===== config.mk =====
export PLATFORM = sky130hd
export DESIGN_NAME = inout_bank_arbiter
export DESIGN_NICKNAME = d
export VERILOG_FILES = /design/src/rtl/inout_bank_arbiter.sv
export SDC_FILE = /design/constraint.sdc
export NUM_CORES = 1
export LEC_CHECK = 0
export BUFFER_PORTS_ARGS = -buffer_cell sky130_fd_sc_hd__buf_2
export CAP_MARGIN = 20
export CELL_PAD_IN_SITES_DETAIL_PLACEMENT = 2
export CELL_PAD_IN_SITES_GLOBAL_PLACEMENT = 2
export CORE_MARGIN = 4
export CORE_UTILIZATION = 20
export DETAILED_ROUTE_END_ITERATION = 10
export GPL_TIMING_DRIVEN = 1
export PLACE_DENSITY_LB_ADDON = 0.15
export SLEW_MARGIN = 15
export SYNTH_ARGS = -nofsm -noshare
export SYNTH_HDL_FRONTEND = slang
export SYNTH_SLANG_ARGS = --single-unit

===== constraint.sdc =====
create_clock -name clk -period 2.8 [get_ports clk]
set_clock_uncertainty 0.1 [all_clocks]
set_input_delay 0.42 -clock clk [delete_from_list [all_inputs] [get_ports clk]]
set_output_delay 0.42 -clock clk [all_outputs]
set_load 0.005 [all_outputs]

===== src/rtl/inout_bank_arbiter.sv =====
// Two-port arbiter for the banked InOut SRAM: decodes flat addresses, resolves same-bank
// collisions round-robin and returns read data one cycle later. Optional macro: ARB_STATS_EN.
module inout_bank_arbiter #(
  parameter int NUM_BANKS = 6,
  parameter int BANK_AW   = 15,
  parameter int DW        = 16,
  parameter int AW        = 18
) (
  input  logic                      clk,
  input  logic                      rstn,
  input  logic                      a_valid_i,
  input  logic                      a_we_i,
  input  logic [AW-1:0]             a_addr_i,
  input  logic [DW-1:0]             a_wdata_i,
  output logic                      a_ready_o,
  output logic                      a_rvalid_o,
  output logic [DW-1:0]             a_rdata_o,
  output logic                      a_err_o,
  input  logic                      b_valid_i,
  input  logic                      b_we_i,
  input  logic [AW-1:0]             b_addr_i,
  input  logic [DW-1:0]             b_wdata_i,
  output logic                      b_ready_o,
  output logic                      b_rvalid_o,
  output logic [DW-1:0]             b_rdata_o,
  output logic                      b_err_o,
  output logic [NUM_BANKS-1:0]      sram_cs_o,
  output logic [NUM_BANKS-1:0]      sram_we_o,
  output logic [NUM_BANKS*BANK_AW-1:0] sram_addr_o,
  output logic [NUM_BANKS*DW-1:0]   sram_wdata_o,
  input  logic [NUM_BANKS*DW-1:0]   sram_rdata_i,
  output logic                      conflict_o
`ifdef ARB_STATS_EN
  ,
  input  logic                      stat_clr_i,
  output logic [31:0]               stat_conflict_cnt_o
`endif
);

  localparam int BSEL_W = AW - BANK_AW;

  typedef enum logic {
    PTR_A = 1'b0,
    PTR_B = 1'b1
  } ptr_t;

  ptr_t ptr_q, ptr_d;

  logic [BSEL_W-1:0] a_bank, b_bank;
  logic              a_in_range, b_in_range;
  logic              a_part, b_part;
  logic              a_oor, b_oor;
  logic              same_bank;
  logic              a_grant, b_grant;

  assign a_bank     = a_addr_i[AW-1:BANK_AW];
  assign b_bank     = b_addr_i[AW-1:BANK_AW];
  assign a_in_range = ({1'b0, a_bank} < (BSEL_W+1)'(NUM_BANKS));
  assign b_in_range = ({1'b0, b_bank} < (BSEL_W+1)'(NUM_BANKS));

  // Nothing is granted while reset is held, so the banks stay quiet during reset.
  assign a_part = rstn && a_valid_i && a_in_range;
  assign b_part = rstn && b_valid_i && b_in_range;
  assign a_oor  = rstn && a_valid_i && !a_in_range;
  assign b_oor  = rstn && b_valid_i && !b_in_range;

  assign same_bank = a_part && b_part && (a_bank == b_bank);
  assign a_grant   = a_part && (!same_bank || (ptr_q == PTR_A));
  assign b_grant   = b_part && (!same_bank || (ptr_q == PTR_B));

  assign a_ready_o  = a_grant || a_oor;
  assign b_ready_o  = b_grant || b_oor;
  assign conflict_o = same_bank;

  // The loser of a collision owns the next collision, so nobody loses twice in a row.
  always_comb begin
    ptr_d = ptr_q;
    if (same_bank) begin
      ptr_d = (ptr_q == PTR_A) ? PTR_B : PTR_A;
    end
  end

  always_ff @(posedge clk or negedge rstn) begin
    if (!rstn) begin
      ptr_q <= PTR_A;
    end else begin
      ptr_q <= ptr_d;
    end
  end

  always_comb begin
    sram_cs_o    = '0;
    sram_we_o    = '0;
    sram_addr_o  = '0;
    sram_wdata_o = '0;
    for (int k = 0; k < NUM_BANKS; k++) begin
      if (a_grant && (a_bank == BSEL_W'(k))) begin
        sram_cs_o[k]                     = 1'b1;
        sram_we_o[k]                     = a_we_i;
        sram_addr_o[k*BANK_AW +: BANK_AW] = a_addr_i[BANK_AW-1:0];
        sram_wdata_o[k*DW +: DW]          = a_wdata_i;
      end else if (b_grant && (b_bank == BSEL_W'(k))) begin
        sram_cs_o[k]                     = 1'b1;
        sram_we_o[k]                     = b_we_i;
        sram_addr_o[k*BANK_AW +: BANK_AW] = b_addr_i[BANK_AW-1:0];
        sram_wdata_o[k*DW +: DW]          = b_wdata_i;
      end
    end
  end

  logic              a_rsp_rd_q, b_rsp_rd_q;
  logic              a_rsp_err_q, b_rsp_err_q;
  logic [BSEL_W-1:0] a_rsp_bank_q, b_rsp_bank_q;
  logic [DW-1:0]     a_rdata_q, b_rdata_q;
  logic [DW-1:0]     a_slice, b_slice;
  logic [DW-1:0]     a_rdata_now, b_rdata_now;

  // Out-of-range reads still answer with rvalid, but with zero data and err set.
  always_ff @(posedge clk or negedge rstn) begin
    if (!rstn) begin
      a_rsp_rd_q   <= 1'b0;
      a_rsp_err_q  <= 1'b0;
      a_rsp_bank_q <= '0;
      b_rsp_rd_q   <= 1'b0;
      b_rsp_err_q  <= 1'b0;
      b_rsp_bank_q <= '0;
    end else begin
      a_rsp_rd_q  <= (a_grant || a_oor) && !a_we_i;
      a_rsp_err_q <= a_oor;
      b_rsp_rd_q  <= (b_grant || b_oor) && !b_we_i;
      b_rsp_err_q <= b_oor;
      if (a_grant) begin
        a_rsp_bank_q <= a_bank;
      end
      if (b_grant) begin
        b_rsp_bank_q <= b_bank;
      end
    end
  end

  always_comb begin
    a_slice = '0;
    b_slice = '0;
    for (int k = 0; k < NUM_BANKS; k++) begin
      if (a_rsp_bank_q == BSEL_W'(k)) begin
        a_slice = sram_rdata_i[k*DW +: DW];
      end
      if (b_rsp_bank_q == BSEL_W'(k)) begin
        b_slice = sram_rdata_i[k*DW +: DW];
      end
    end
  end

  assign a_rdata_now = a_rsp_err_q ? '0 : a_slice;
  assign b_rdata_now = b_rsp_err_q ? '0 : b_slice;

  // The SRAM output is only meaningful in the response cycle, so keep a copy for holding.
  always_ff @(posedge clk or negedge rstn) begin
    if (!rstn) begin
      a_rdata_q <= '0;
      b_rdata_q <= '0;
    end else begin
      if (a_rsp_rd_q) begin
        a_rdata_q <= a_rdata_now;
      end
      if (b_rsp_rd_q) begin
        b_rdata_q <= b_rdata_now;
      end
    end
  end

  assign a_rvalid_o = a_rsp_rd_q;
  assign b_rvalid_o = b_rsp_rd_q;
  assign a_err_o    = a_rsp_err_q;
  assign b_err_o    = b_rsp_err_q;
  assign a_rdata_o  = a_rsp_rd_q ? a_rdata_now : a_rdata_q;
  assign b_rdata_o  = b_rsp_rd_q ? b_rdata_now : b_rdata_q;

`ifdef ARB_STATS_EN
  logic [31:0] stat_cnt_q;

  // A clear wins over a coinciding conflict; the count saturates rather than wrapping.
  always_ff @(posedge clk or negedge rstn) begin
    if (!rstn) begin
      stat_cnt_q <= '0;
    end else if (stat_clr_i) begin
      stat_cnt_q <= '0;
    end else if (conflict_o && (stat_cnt_q != 32'hFFFF_FFFF)) begin
      stat_cnt_q <= stat_cnt_q + 32'd1;
    end
  end

  assign stat_conflict_cnt_o = stat_cnt_q;
`endif

endmodule


==> results of run 1 <==
state kept, by name (all words and copies together), names as in the netlist:
signal,cells
b_rdata_q,16
b_rvalid_o,1
b_err_o,1
b_rsp_bank_q,3
a_rsp_bank_q,3
a_rvalid_o,1
a_err_o,1
a_rdata_q,16
ptr_q,1
metrics by stage:
step / area, µm² / hold WS (ps)
2_1_floorplan: 5350 / 24.4
4_1_cts: 8200 / 238
6_report: 8220 / 215
3_3_place_gp: 8030 / 413
5_1_grt: 8220 / 251
3_5_place_dp: 8030 / 438
path summary, 6_finish.rpt:
check,from,endpoint,slack [ps],cells after the start
max,a_addr_i[15],sram_addr_o[22],80,8
min,rstn,ptr_q,220,2
max reg2reg,ptr_q,b_rsp_bank_q[1],880,4
min reg2reg,a_rdata_q[3],a_rdata_q[3],440,2
max in group asynchronous,rstn,b_rsp_bank_q[1],1930,2
min in group clk,b_we_i,b_rvalid_o,240,2
metal layers:
metal / track usage, % / share of wire [%]
met1: 32.1 / 42
met2: 42.9 / 49
met5: 0 / 0.052
met3: 4.90 / 5.9
met4: 5.96 / 2.7
worst max-delay path: cells and delay by family:
| family | cells | cell delay (ps) |
|---|---|---|
| buffers and inverters | 4 | 630 |
| xor gates and xnor gates | 1 | 190 |
| and+or+nand+nor | 1 | 250 |
| AOI/OAI and AO/OA | 2 | 690 |
placed cells by master, fill, tap and decap left out, types with 4 or more instances in the layout:
cell type and n:
a22oi_1 8, buf_12 14, o21ai_0 25, o2bb2ai_1 15, nand2b_1 10, a211oi_1 15
a221oi_1 15, mux2i_1 23, dfrtp_1 41, o21bai_1 15, a21oi_1 19, nor2_1 47
a31oi_1 8, buf_2 406, o21a_1 8, clkbuf_16 5, o22a_1 8, buf_4 41
o32ai_1 8, nand2_1 132, mux4_2 8, nand3_1 4, o22ai_1 197, mux2_2 11
inv_1 18
area by class of cell:
type	instances	area, µm²	area share (%)
Multi-Input combinational cell	611	3860	47.0
Timing Repair Buffer	461	2620	31.9
Sequential cell	43	1080	13.1
Tap cell	335	419	5.10
Clock buffer	5	125	1.52
Inverter	21	78.8	0.959
Clock inverter	3	23.8	0.289
Antenna cell	2	5.00	0.0609
kinds of logic (layout without fill, tap and decap cells):
logic type             count (synthesis)  count (layout)  synth area share [%]
AO/OA/AOI/OAI                        355             355                  44.3
XOR/XNOR                               4               4                 0.655
buffers and inverters                113             490                  8.61
flip-flops                            43              43                  20.1
multiplexers                          42              42                  9.99
other                                  0               2                     0
AND/OR/NAND/NOR                      210             210                  16.3
repair_timing:
item / in CTS / in global routing
endpoints found under the setup margin: 3 / 24
setup buffers: 2 / 0
hold buffers: 0 / 0
resized for setup: 0 / 4
pin swaps: 1 / 1
report_power, final:
group | internal [mW] | switching [mW]
Sequential | 0.772 | 0.0742
Clock | 0.334 | 0.279
Combinational | 0.674 | 0.961
Total | 1.78 | 1.31
==> flow_results.org, run 1 <==
** Pwr
- The analysis attributes to cell leakage a power of 4.06 nW.
- Pwr dens :: 377 nW/µm²
- Maximum ir drop on the vdd rail :: 0.000236 V
- Total chip power :: 3.09 mW

** Worst setup path
- Data required time at the worst endpoint :: 2280 ps
- CP max stage cell :: a2111o_2
- Endpoint kind of the worst setup timing path :: primary output
- At the worst endpoint, the arrival time is 2200 ps.
- For this run, the slowest stage of the critical path takes 510 ps.
- Critical path, cell by cell :: buf_2, xnor2_1, and3_1, a2111o_2, buf_4, buf_4, o22ai_1, buf_2
- The worst setup path is of the input pin to primary output kind.
- Crit-path max FO :: 11
- Startpoint type of the worst setup path :: input pin

** Drt
- The first detailed-routing pass ran for 5 iterations.
- DRT antenna net count :: 0
- In the routed design, unresolved DRC markers number 0.
- For this block, the routed nets add up to 38800 µm of wire.
- In this run, the number of DRC markers left after iteration 0 of detailed routing was 458.
- Across all layers, the routed design uses 8161 vias.
- After detailed routing, the average wire length per cell comes to 26.2 µm.
- Dividing the detail-routed via count by the number of cells gives 5.51.

** Finish
- Fin nets :: 1313
- Post-route non-filler standard cell count :: 1481
- Ratio of cells with drive above 1 in the final layout :: 43.7%
- Layout area overhead :: 53.7%
- At the end of the flow the core is filled with cells to 31.3%.
- Counting the fill cells in the layout gives 3200.

** Clock network
- Worst-skew pair later-pin latency :: 290 ps
- Number of H-tree levels :: 2
- Clock Sinks :: 43
- Bufs on Longest Clock Path :: 2
- TritonCTS built the clock tree.
- Clock buffers created by TritonCTS :: 5
- Clock-pin slew was measured on the worst setup and hold paths at 70 ps.
- Clock root buffer master :: clkbuf_16

** Die
- FP Rows :: 59
- Core region area :: 26200 µm²
- The die covers 29400 µm².
- Total I/O pin count :: 407
- For this configuration, the core starts out at a cell density of 20.4%.
- Vertical extent of the die :: 172 µm
- Horizontal die dimension :: 172 µm

** STA
- Based on the critical path, the design can be clocked at up to 368 MHz.
- Setup violations remaining at the end of the flow were counted as 0.
- Final hold violations :: 0
- Post-route setup TNS :: 0 ps
- Fraction of the cycle the final worst path needs :: 97.0%
- Setup repair after global routing could not meet its margin everywhere.
- Once routing completed, OpenROAD measured the worst setup slack at 84.2 ps.
- The number of max-slew violations in the final report was 0.
- Final Critical Period :: 2720 ps
- Pin slew with the least headroom to its limit :: 698 ps
- In this run the tightest slew margin relative to its limit is 53.5%.

** Synthesis
- Sorting the synthesized cells by how often they occur yields o22ai_1, nand2_1, clkbuf_1.
- After synthesis the cells add up to 5350 µm².
- A synthesized cell averages 6.97 µm².
- In the synthesized netlist the dominant register cell turns out to be dfrtp_1.
- Number of storage elements in the synthesis netlist :: 43
- Area leader, netlist :: o22ai_1
- Post-Syn Instances :: 767
- The number of nets in the synthesized netlist is 937.
- Number of flops mapped to enable cells by yosys :: 0
- Summed over its instances, the top area cell type makes up 23.3% of the synthesized netlist area.
- Cell with the most instances after synthesis :: o22ai_1
- For this run, asynchronously set or reset flops after synthesis account for 100%.
- The share of the Yosys chip area taken by registers is 20.1%.
- Ranking of synthesized cells by area :: o22ai_1, dfrtp_1, nand2_1
- Count of unique library cells instantiated by Yosys :: 45
- The Yosys step of the flow raised 0 warnings.

** GRT
- After global routing the overflow that remains totals 0.
- Tot GR Track Use :: 24.9%
- The first global-routing pass estimated 56700 µm of wire.
- Via count of the first global-routing pass :: 8962
- Maximum number of pins on one net before global-route repair :: 68
- Number of antenna violations at the first check in global routing :: 5

** Min path
- Worst hold path type :: input pin to async pin

** Placed design
- In this run the tool buffered the top-level ports with 406 buffer cells.
- Count of placed standard cells including taps :: 1469
- Final weighted congestion in routability-driven placement :: 0.888
- Hpwl dp :: 30400 µm
- Place WS :: -104 ps

** Status
- The flow ran to the end, and the final reports show no timing, DRC or antenna violations.

** Flow run
- Max cap viols :: 0
Power figures use the tool's default switching activity.
==> inputs of run 2 (changes only) <==
--- a/config.mk
+++ b/config.mk
@@ -5,12 +5,13 @@
 export SDC_FILE = /design/constraint.sdc
 export NUM_CORES = 1
 export LEC_CHECK = 0
+export ABC_AREA = 1
 export BUFFER_PORTS_ARGS = -buffer_cell sky130_fd_sc_hd__buf_2
 export CAP_MARGIN = 20
 export CELL_PAD_IN_SITES_DETAIL_PLACEMENT = 2
 export CELL_PAD_IN_SITES_GLOBAL_PLACEMENT = 2
 export CORE_MARGIN = 4
-export CORE_UTILIZATION = 20
+export CORE_UTILIZATION = 21
 export DETAILED_ROUTE_END_ITERATION = 10
 export GPL_TIMING_DRIVEN = 1
 export PLACE_DENSITY_LB_ADDON = 0.15
==> run 2 against run 1 <==
Sequential cell count is the same. Critical path type is now flip-flop to primary output. Maximum frequency grew 2.7%. Largest cell class unchanged. Die area up 31%. Via count grew 43%. Critical endpoint is now b_rdata_o[10].
==> flow_results.org, run 2 <==
** Worst setup path
- Startpoint type of the worst setup path :: flip-flop (was input pin)
- The type of destination of the critical path was a primary output (unchanged).
- Data required time at the worst endpoint :: 2280 ps (about the same)
- Crit-path max FO :: 32 (was 11)
- Critical path, cell by cell :: inv_1, nor3_4, buf_4, a21oi_1, nand3_1, nand2_1, nand2_1, buf_2 (was buf_2, xnor2_1, and3_1, a2111o_2, buf_4, buf_4, o22ai_1, buf_2)
- The data arrival time at the worst-slack endpoint was 2120 ps (was 2200 ps).
- CP max stage cell :: dfrtp_1 (was a2111o_2)
- Critical setup path kind :: flip-flop to primary output (was input pin to primary output)
- Maximum cell stage delay along the critical path :: 470 ps (was 510 ps)
- Most frequent cell on the critical path :: nand2_1

** STA
- Post-route setup TNS :: 0 ps (unchanged)
- Pin slew with the least headroom to its limit :: 481 ps (was 698 ps)
- Number of failing setup endpoints in the final timing report :: 0 (unchanged)
- Max transition margin :: 67.9% (was 53.5%)
- Final hold violations :: 0 (unchanged)
- WHS :: 44.2 ps (was 215 ps)
- Fraction of the cycle the final worst path needs :: 94.4% (was 97.0%)
- Unrepaired setup endpoints after global routing: no (was yes).
- Max Clock Freq :: 378 MHz (was 368 MHz)
- The post-layout minimum cycle time is 2640 ps (was 2720 ps).
- The number of max-slew violations in the final report came to 0 (unchanged).

** Placed design
- The final weighted congestion of routability-driven global placement is 0.858 (was 0.888).
- Hpwl dp :: 37500 µm (was 30400 µm)
- Count of buffers from port buffering :: 406 (unchanged)
- The number of cells after detailed placement was 2085 (was 1469).

** Synthesis
- Ranking of synthesized cells by area :: nand4_1, nand2_1, dfrtp_1 (was o22ai_1, dfrtp_1, nand2_1)
- The largest area contributor in the synthesized netlist was nand4_1 (was o22ai_1).
- The sequential cell area fraction in the yosys report is 14.5% (was 20.1%).
- Mapped Avg Cell Area :: 5.70 µm² (was 6.97 µm²)
- The share of synthesized flip-flops with an asynchronous set or reset was 100% (unchanged).
- Synth Flop Type :: dfrtp_1 (unchanged)
- Number of storage elements in the synthesis netlist :: 43 (unchanged)
- Count of unique library cells instantiated by Yosys :: 24 (was 45)
- The number of synthesized flops with an enable pin was 0 (unchanged).
- Top post-synthesis cells by count :: nand2_1, nand4_1, nand3_1 (was o22ai_1, nand2_1, clkbuf_1)
- The share of the synthesized area in the top cell type was 32.4% (was 23.3%).
- Synthesized area :: 7420 µm² (was 5350 µm²)
- The number of warnings reported in the yosys synthesis log is 0 (unchanged).
- Post-Syn Instances :: 1301 (was 767)
- Nets in the synthesized netlist :: 1471 (was 937)
- Cell with the most instances after synthesis :: nand2_1 (was o22ai_1)

** Pwr
- The total leakage power is 5.99 nW (was 4.06 nW).
- The overall power after layout was 3.39 mW (was 3.09 mW).
- The power per cell area came to 325 nW/µm² (was 377 nW/µm²).
- The maximum vdd drop came to 0.000237 V (was 0.000236 V).

** Finish
- The layout-stage area growth over the synthesis result is 40.8% (was 53.7%).
- The sequential cell area is 1080 µm² (about the same).
- Fin nets :: 1810 (was 1313)
- Leading cell types in the layout, fill and taps excluded: nand2_1, buf_2, nand4_1 (was buf_2, o22ai_1, nand2_1).
- Post-route non-filler standard cell count :: 2097 (was 1481)
- Most common cell after layout, fill and taps aside :: nand2_1 (was buf_2)
- Leading registers by flop count :: a_rdata_q (16), b_rdata_q (16) (unchanged)
- Ratio of cells with drive above 1 in the final layout :: 32.4% (was 43.7%)
- The share of the core filled with cells is 30.1% (was 31.3%).
- Total area of multi-input combinational cells :: 5410 µm² (was 3860 µm²)
- The fill cell instance count of the final layout is 4359 (was 3200).

** Drt
- The total number of vias is 11700 (was 8161).
- The wire length on met3 was 3570 µm (was 2280 µm).
- The initial detailed-routing violation count is 652 (was 458).
- Final WL :: 51100 µm (was 38800 µm)
- DRT antenna net count :: 0 (unchanged)
- Length of routed met2 wiring :: 24600 µm (was 19200 µm)
- The number of iterations in the first detailed-routing pass was 5 (unchanged).
- The routed metal-1 wire length is 21500 µm (was 16300 µm).
- The final routed wire length divided by cell count was 24.4 µm (was 26.2 µm).
- Number of vias per cell after detailed routing :: 5.57 (was 5.51)
- The top routing layer in use is met5 (unchanged).
- The total DRC errors in the routed layout is 0 (unchanged).

** Die
- Horizontal die dimension :: 196 µm (was 172 µm)
- The placement row count was 68 (was 59).
- Total I/O pin count :: 407 (unchanged)
- Vertical extent of the die :: 196 µm (was 172 µm)
- The placeable core region is 34700 µm² (was 26200 µm²).
- Effective utilization at floorplan :: 21.4% (was 20.4%)
- The total die area is 38400 µm² (was 29400 µm²).

** Clock network
- The number of hold buffers added after CTS was 0 (unchanged).
- Clock buffers created by TritonCTS :: 5 (unchanged)
- The number of sinks on the clock net came to 43 (unchanged).
- CTS clk-pin slew, worst paths :: 70 ps (about the same)
- Number of buffers inserted by post-CTS setup repair :: 0 (was 2)
- Clock root buffer master :: clkbuf_16 (unchanged)
- The clock tree from TritonCTS was yes (unchanged).
- The H-tree depth reported by CTS was 2 (unchanged).
- Worst-skew pair later-pin latency :: 300 ps (was 290 ps)
- The number of resized instances in the post-cts repair step was 0 (unchanged).
- Bufs on Longest Clock Path :: 2 (unchanged)

** GRT
- Grt ovf :: 0 (unchanged)
- Tot GR Track Use :: 25.1% (was 24.9%)
- Maximum number of pins on one net before global-route repair :: 89 (was 68)
- The first-pass GRT wire length came to 76900 µm (was 56700 µm).
- The via count of the first global-routing pass is 12300 (was 8962).
- Number of antenna violations at the first check in global routing :: 2 (was 5)

** Status
- Result of the run :: complete, no violations (unchanged)

** Flow run
- Max cap viols :: 0 (unchanged)

** Min path
- The classification of the worst-slack hold path is input pin to async pin (unchanged).
run 2: power breakdown:
group	internal, mW	leakage [nW]	switching (mW)
Sequential	0.783	0.544	0.0767
Combinational	0.615	5.37	1.20
Clock	0.425	0.0804	0.287
Total	1.82	5.99	1.57
run 2: layout make-up:
cell class / instances / area share, %
clock buffers: 5 / 1.20
multi-input cells: 1055 / 51.8
flip-flops and latches: 43 / 10.3
clock inverters: 3 / 0.443
inverters: 51 / 1.88
well taps: 455 / 5.45
diodes: 1 / 0.0240
repair buffers: 484 / 28.9
run 2: worst paths after layout:
check                                 from              end  slack, ps  depth (start not counted)
max in group asynchronous             rstn     a_rdata_q[6]       2240                          2
setup reg to reg           b_rsp_bank_q[0]    b_rdata_q[10]        940                          6
hold / removal                        rstn  b_rsp_bank_q[0]         40                          2
setup / recovery           b_rsp_bank_q[0]    b_rdata_o[10]        160                          8
min in group clk                 a_valid_i          a_err_o        250                          3
hold reg to reg              a_rdata_q[10]    a_rdata_q[10]        370                          2
run 2: worst max-delay path, delay by kind of cell, from the launching register on:
family,cells,cell delay [ps]
compound gates,1,80
simple gates,4,500
buf+inv,3,740
flops,1,470
run 2: cells by family (layout without fill, tap and decap cells):
group	count (synthesis)	after routing	synth area share [%]
AND/OR/NAND/NOR	963	963	65.2
buffers and inverters	203	543	13.9
AO/OA/AOI/OAI	89	89	6.00
flip-flops	43	43	14.5
XOR/XNOR	3	3	0.354
other	0	1	0
run 2: metrics by stage:
| step | worst slack [ps] | instance area [µm²] |
|---|---|---|
| after CTS | 53.0 | 10400 |
| after floorplan | 747 | 7420 |
| after detailed placement | 182 | 10200 |
| after global routing | 51.4 | 10400 |
| after global placement | 209 | 10200 |
| final | 156 | 10400 |
run 2: routing by layer:
metal | GRT usage (%) | up-vias
li1 | - | 5375
met1 | 31.2 | 5812
met2 | 43.5 | 412
met3 | 5.55 | 71
met4 | 7.40 | 2
met5 | 0 | -
==> inputs of run 3 (changes only) <==
--- a/config.mk
+++ b/config.mk
@@ -10,6 +10,7 @@
 export CAP_MARGIN = 20
 export CELL_PAD_IN_SITES_DETAIL_PLACEMENT = 2
 export CELL_PAD_IN_SITES_GLOBAL_PLACEMENT = 2
+export CORE_ASPECT_RATIO = 0.9
 export CORE_MARGIN = 4
 export CORE_UTILIZATION = 21
 export DETAILED_ROUTE_END_ITERATION = 10
==> run 3 against run 2 <==
Hold slack better by 13 ps. Sequential share of layout area grew 0.17 points. Setup slack got worse by 69 ps. Utilization down 0.71 points. Combinational power is essentially flat. Via count is 0.95% higher. Final area is 1.6% lower. Critical endpoint is now a_rdata_o[1]. Largest cell class unchanged. Largest power group unchanged.
==> flow_results.org, run 3 (synthesis results as in run 2) <==
** Clock network
- Bufs on Longest Clock Path :: 2 (unchanged)
- The H-tree depth reported by CTS was 2 (unchanged).
- CTS clk-pin slew, worst paths :: 70 ps (about the same)
- The clock tree from TritonCTS is yes (unchanged).
- Clock root buffer master :: clkbuf_16 (unchanged)
- The worst-skew pair later-pin latency was 300 ps (about the same).
- The TritonCTS buffer count was 5 (unchanged).
- The number of sinks on the clock net came to 43 (unchanged).

** Pwr
- Internal power :: 1.82 mW (about the same)
- Maximum ir drop on the vdd rail :: 0.000211 V (was 0.000237 V)
- The power per cell area came to 333 nW/µm² (was 325 nW/µm²).
- The total leakage power is 5.91 nW (was 5.99 nW).
- The switching share of power is 46.8% (was 46.2%).
- The clock network fraction of total power is 20.9% (was 21.0%).
- The part of the total power dissipated in combinational logic is 53.7% (was 53.6%).
- The power share of the sequential group was 25.4% (about the same).
- The net switching power figure came to 1.60 mW (was 1.57 mW).

** STA
- Pin slew with the least headroom to its limit :: 506 ps (was 481 ps)
- The worst hold-check slack came to 57.4 ps (was 44.2 ps).
- The number of hold violations in the final report is 0 (unchanged).
- Number of failing setup endpoints in the final timing report :: 0 (unchanged)
- Post-route setup TNS :: 0 ps (unchanged)
- Unrepaired setup endpoints after global routing :: no (unchanged)
- The post-layout minimum cycle time was 2710 ps (was 2640 ps).
- Fin. max-slew vios :: 0 (unchanged)
- Setup ws final :: 86.9 ps (was 156 ps)
- The upper clock frequency limit is 369 MHz (was 378 MHz).
- Fraction of the cycle the final worst path needs :: 96.9% (was 94.4%)
- The worst-case headroom to the max-slew limit came to 66.3% (was 67.9%).

** Drt
- Via count :: 11800 (was 11700)
- Length of routed met2 wiring :: 25300 µm (was 24600 µm)
- Final WL :: 52900 µm (was 51100 µm)
- Drt wl/cell :: 25.1 µm (was 24.4 µm)
- The total DRC errors in the routed layout was 0 (unchanged).
- Met3 wire len :: 3410 µm (was 3570 µm)
- The initial detailed-routing violation count came to 748 (was 652).
- DRT antenna net count :: 0 (unchanged)
- Count of TritonRoute iterations in the first routing pass :: 7 (was 5)
- The routed metal-1 wire length is 23100 µm (was 21500 µm).
- Number of vias per cell after detailed routing :: 5.60 (was 5.57)
- Highest routing layer actually used :: met5 (unchanged)

** Worst setup path
- Critical setup path kind :: flip-flop to primary output (unchanged)
- Data required time at the worst endpoint :: 2280 ps (about the same)
- The type of destination of the critical path is a primary output (unchanged).
- The critical path startpoint category was a flip-flop (unchanged).
- The peak fanout along the critical path is 16 (was 32).
- The data arrival time at the worst-slack endpoint came to 2190 ps (was 2120 ps).

** Die
- Effective utilization at floorplan :: 21.2% (was 21.4%)
- FP Rows :: 65 (was 68)
- Horizontal die dimension :: 206 µm (was 196 µm)
- The number of ports placed on the die boundary came to 407 (unchanged).
- The total die area is 38400 µm² (about the same).
- The placeable core region was 35000 µm² (was 34700 µm²).
- The height of the die is 186 µm (was 196 µm).

** Finish
- Fin nets :: 1802 (was 1810)
- The commonest non-fill, non-tap cell in the layout was nand2_1 (unchanged).
- The layout-stage area growth over the synthesis result was 38.5% (was 40.8%).
- Leading registers by flop count :: a_rdata_q (16), b_rdata_q (16) (unchanged)
- Ratio of cells with drive above 1 in the final layout :: 32.0% (was 32.4%)
- Leading cell types in the layout, fill and taps excluded :: nand2_1, buf_2, nand4_1 (unchanged)
- Post-Route Utilization :: 29.4% (was 30.1%)
- The non-filler instance count after layout is 2105 (was 2097).

** Flow run
- Max cap viols :: 0 (unchanged)

** Placed design
- The number of cells after detailed placement is 2089 (was 2085).
- The worst-case setup slack after placement is 115 ps (was 182 ps).
- Final weighted congestion in routability-driven placement :: 0.865 (was 0.858)
- The final HPWL from detailed placement is 38900 µm (was 37500 µm).
- Count of buffers from port buffering :: 406 (unchanged)

** GRT
- The overflow left after global routing came to 0 (unchanged).
- Number of antenna violations at the first check in global routing :: 4 (was 2)
- Maximum number of pins on one net before global-route repair :: 94 (was 89)
- Via count of the first global-routing pass :: 12600 (was 12300)
- Tot GR Track Use :: 26.2% (was 25.1%)
- Global-route wire length before repair :: 79600 µm (was 76900 µm)

** Status
- Result of the run :: complete, no violations (unchanged)

** Min path
- The classification of the worst-slack hold path is input pin to async pin (unchanged).
-- run 3: cell count changes in the layout (fill, tap and decap cells not counted) --
cell           delta
dlygate4sd3_1     +1
buf_16            +2
nor2_4            -3
inv_2             -1
buf_12           -13
diode_2           +2
nor2_2            +3
inv_4             +1
buf_4             +2
-- run 3: power groups by stage --
| stage | logic, mW | clock network, mW | registers (mW) |
|---|---|---|---|
| final | 1.83 | 0.716 | 0.867 |
| after CTS | 1.84 | 0.735 | 0.867 |
| after global placement | 1.78 | 0 | 0.865 |
| after global routing | 2.02 | 0.759 | 0.884 |
| after floorplan | 0.874 | 0 | 0.853 |
| after detailed placement | 1.82 | 0 | 0.879 |
-- run 3: final timing paths --
path                                  from            end  slack, ps  depth (start not counted)
max reg2reg                a_rsp_bank_q[2]   a_rdata_q[1]        830                          9
min reg2reg                  a_rdata_q[12]  a_rdata_q[12]        380                          2
min in group clk                 a_valid_i        a_err_o        250                          3
min                                   rstn          ptr_q         60                          2
max in group asynchronous             rstn     b_rvalid_o       1830                          2
max                        a_rsp_bank_q[2]   a_rdata_o[1]         90                         10
-- run 3: area by class of cell --
type	instances	area, µm²
clock buffer	5	125
tap	469	587
multi-input combinational	1055	5400
antenna	3	7.51
sequential	43	1080
clock inverter	3	46.3
fill	4415	24700
inverter	51	199
timing repair buffer	476	2840
-- run 3: per-layer routing --
layer | vias up | track usage, %
met3 | 51 | 5.47
met2 | 370 | 44.2
met1 | 5983 | 34.5
met4 | 4 | 5.37
met5 | - | 0
li1 | 5375 | -
-- run 3: critical path, cell delays in order, from the launching register on --
cell and delay (ps):
dfrtp_1 520, inv_4 150, nand2_2 150, nor2_4 50, inv_2 280, o21ai_0 160, nor2_1 180, nand2_1 100
nand2_1 90, nand2_1 80, buf_2 130
-- run 3: what timing repair did --
| action | 4_1_cts | 5_1_grt |
|---|---|---|
| endpoints found under the setup margin | 7 | 19 |
| hold buffers | 1 | 0 |
| setup buffers | 2 | 2 |
| pin swaps | 1 | 1 |
| gates resized for setup | 0 | 4 |
| endpoints found under the hold margin | 3 | 0 |
| gates cloned | 0 | 0 |
-- run 3: per-stage QoR --
| stage | power, mW | cell area, µm² |
|---|---|---|
| 2_1_floorplan | 1.73 | 7420 |
| 3_3_place_gp | 2.64 | 10000 |
| 3_5_place_dp | 2.70 | 10000 |
| 4_1_cts | 3.44 | 10200 |
| 5_1_grt | 3.66 | 10300 |
| 6_report | 3.42 | 10300 |
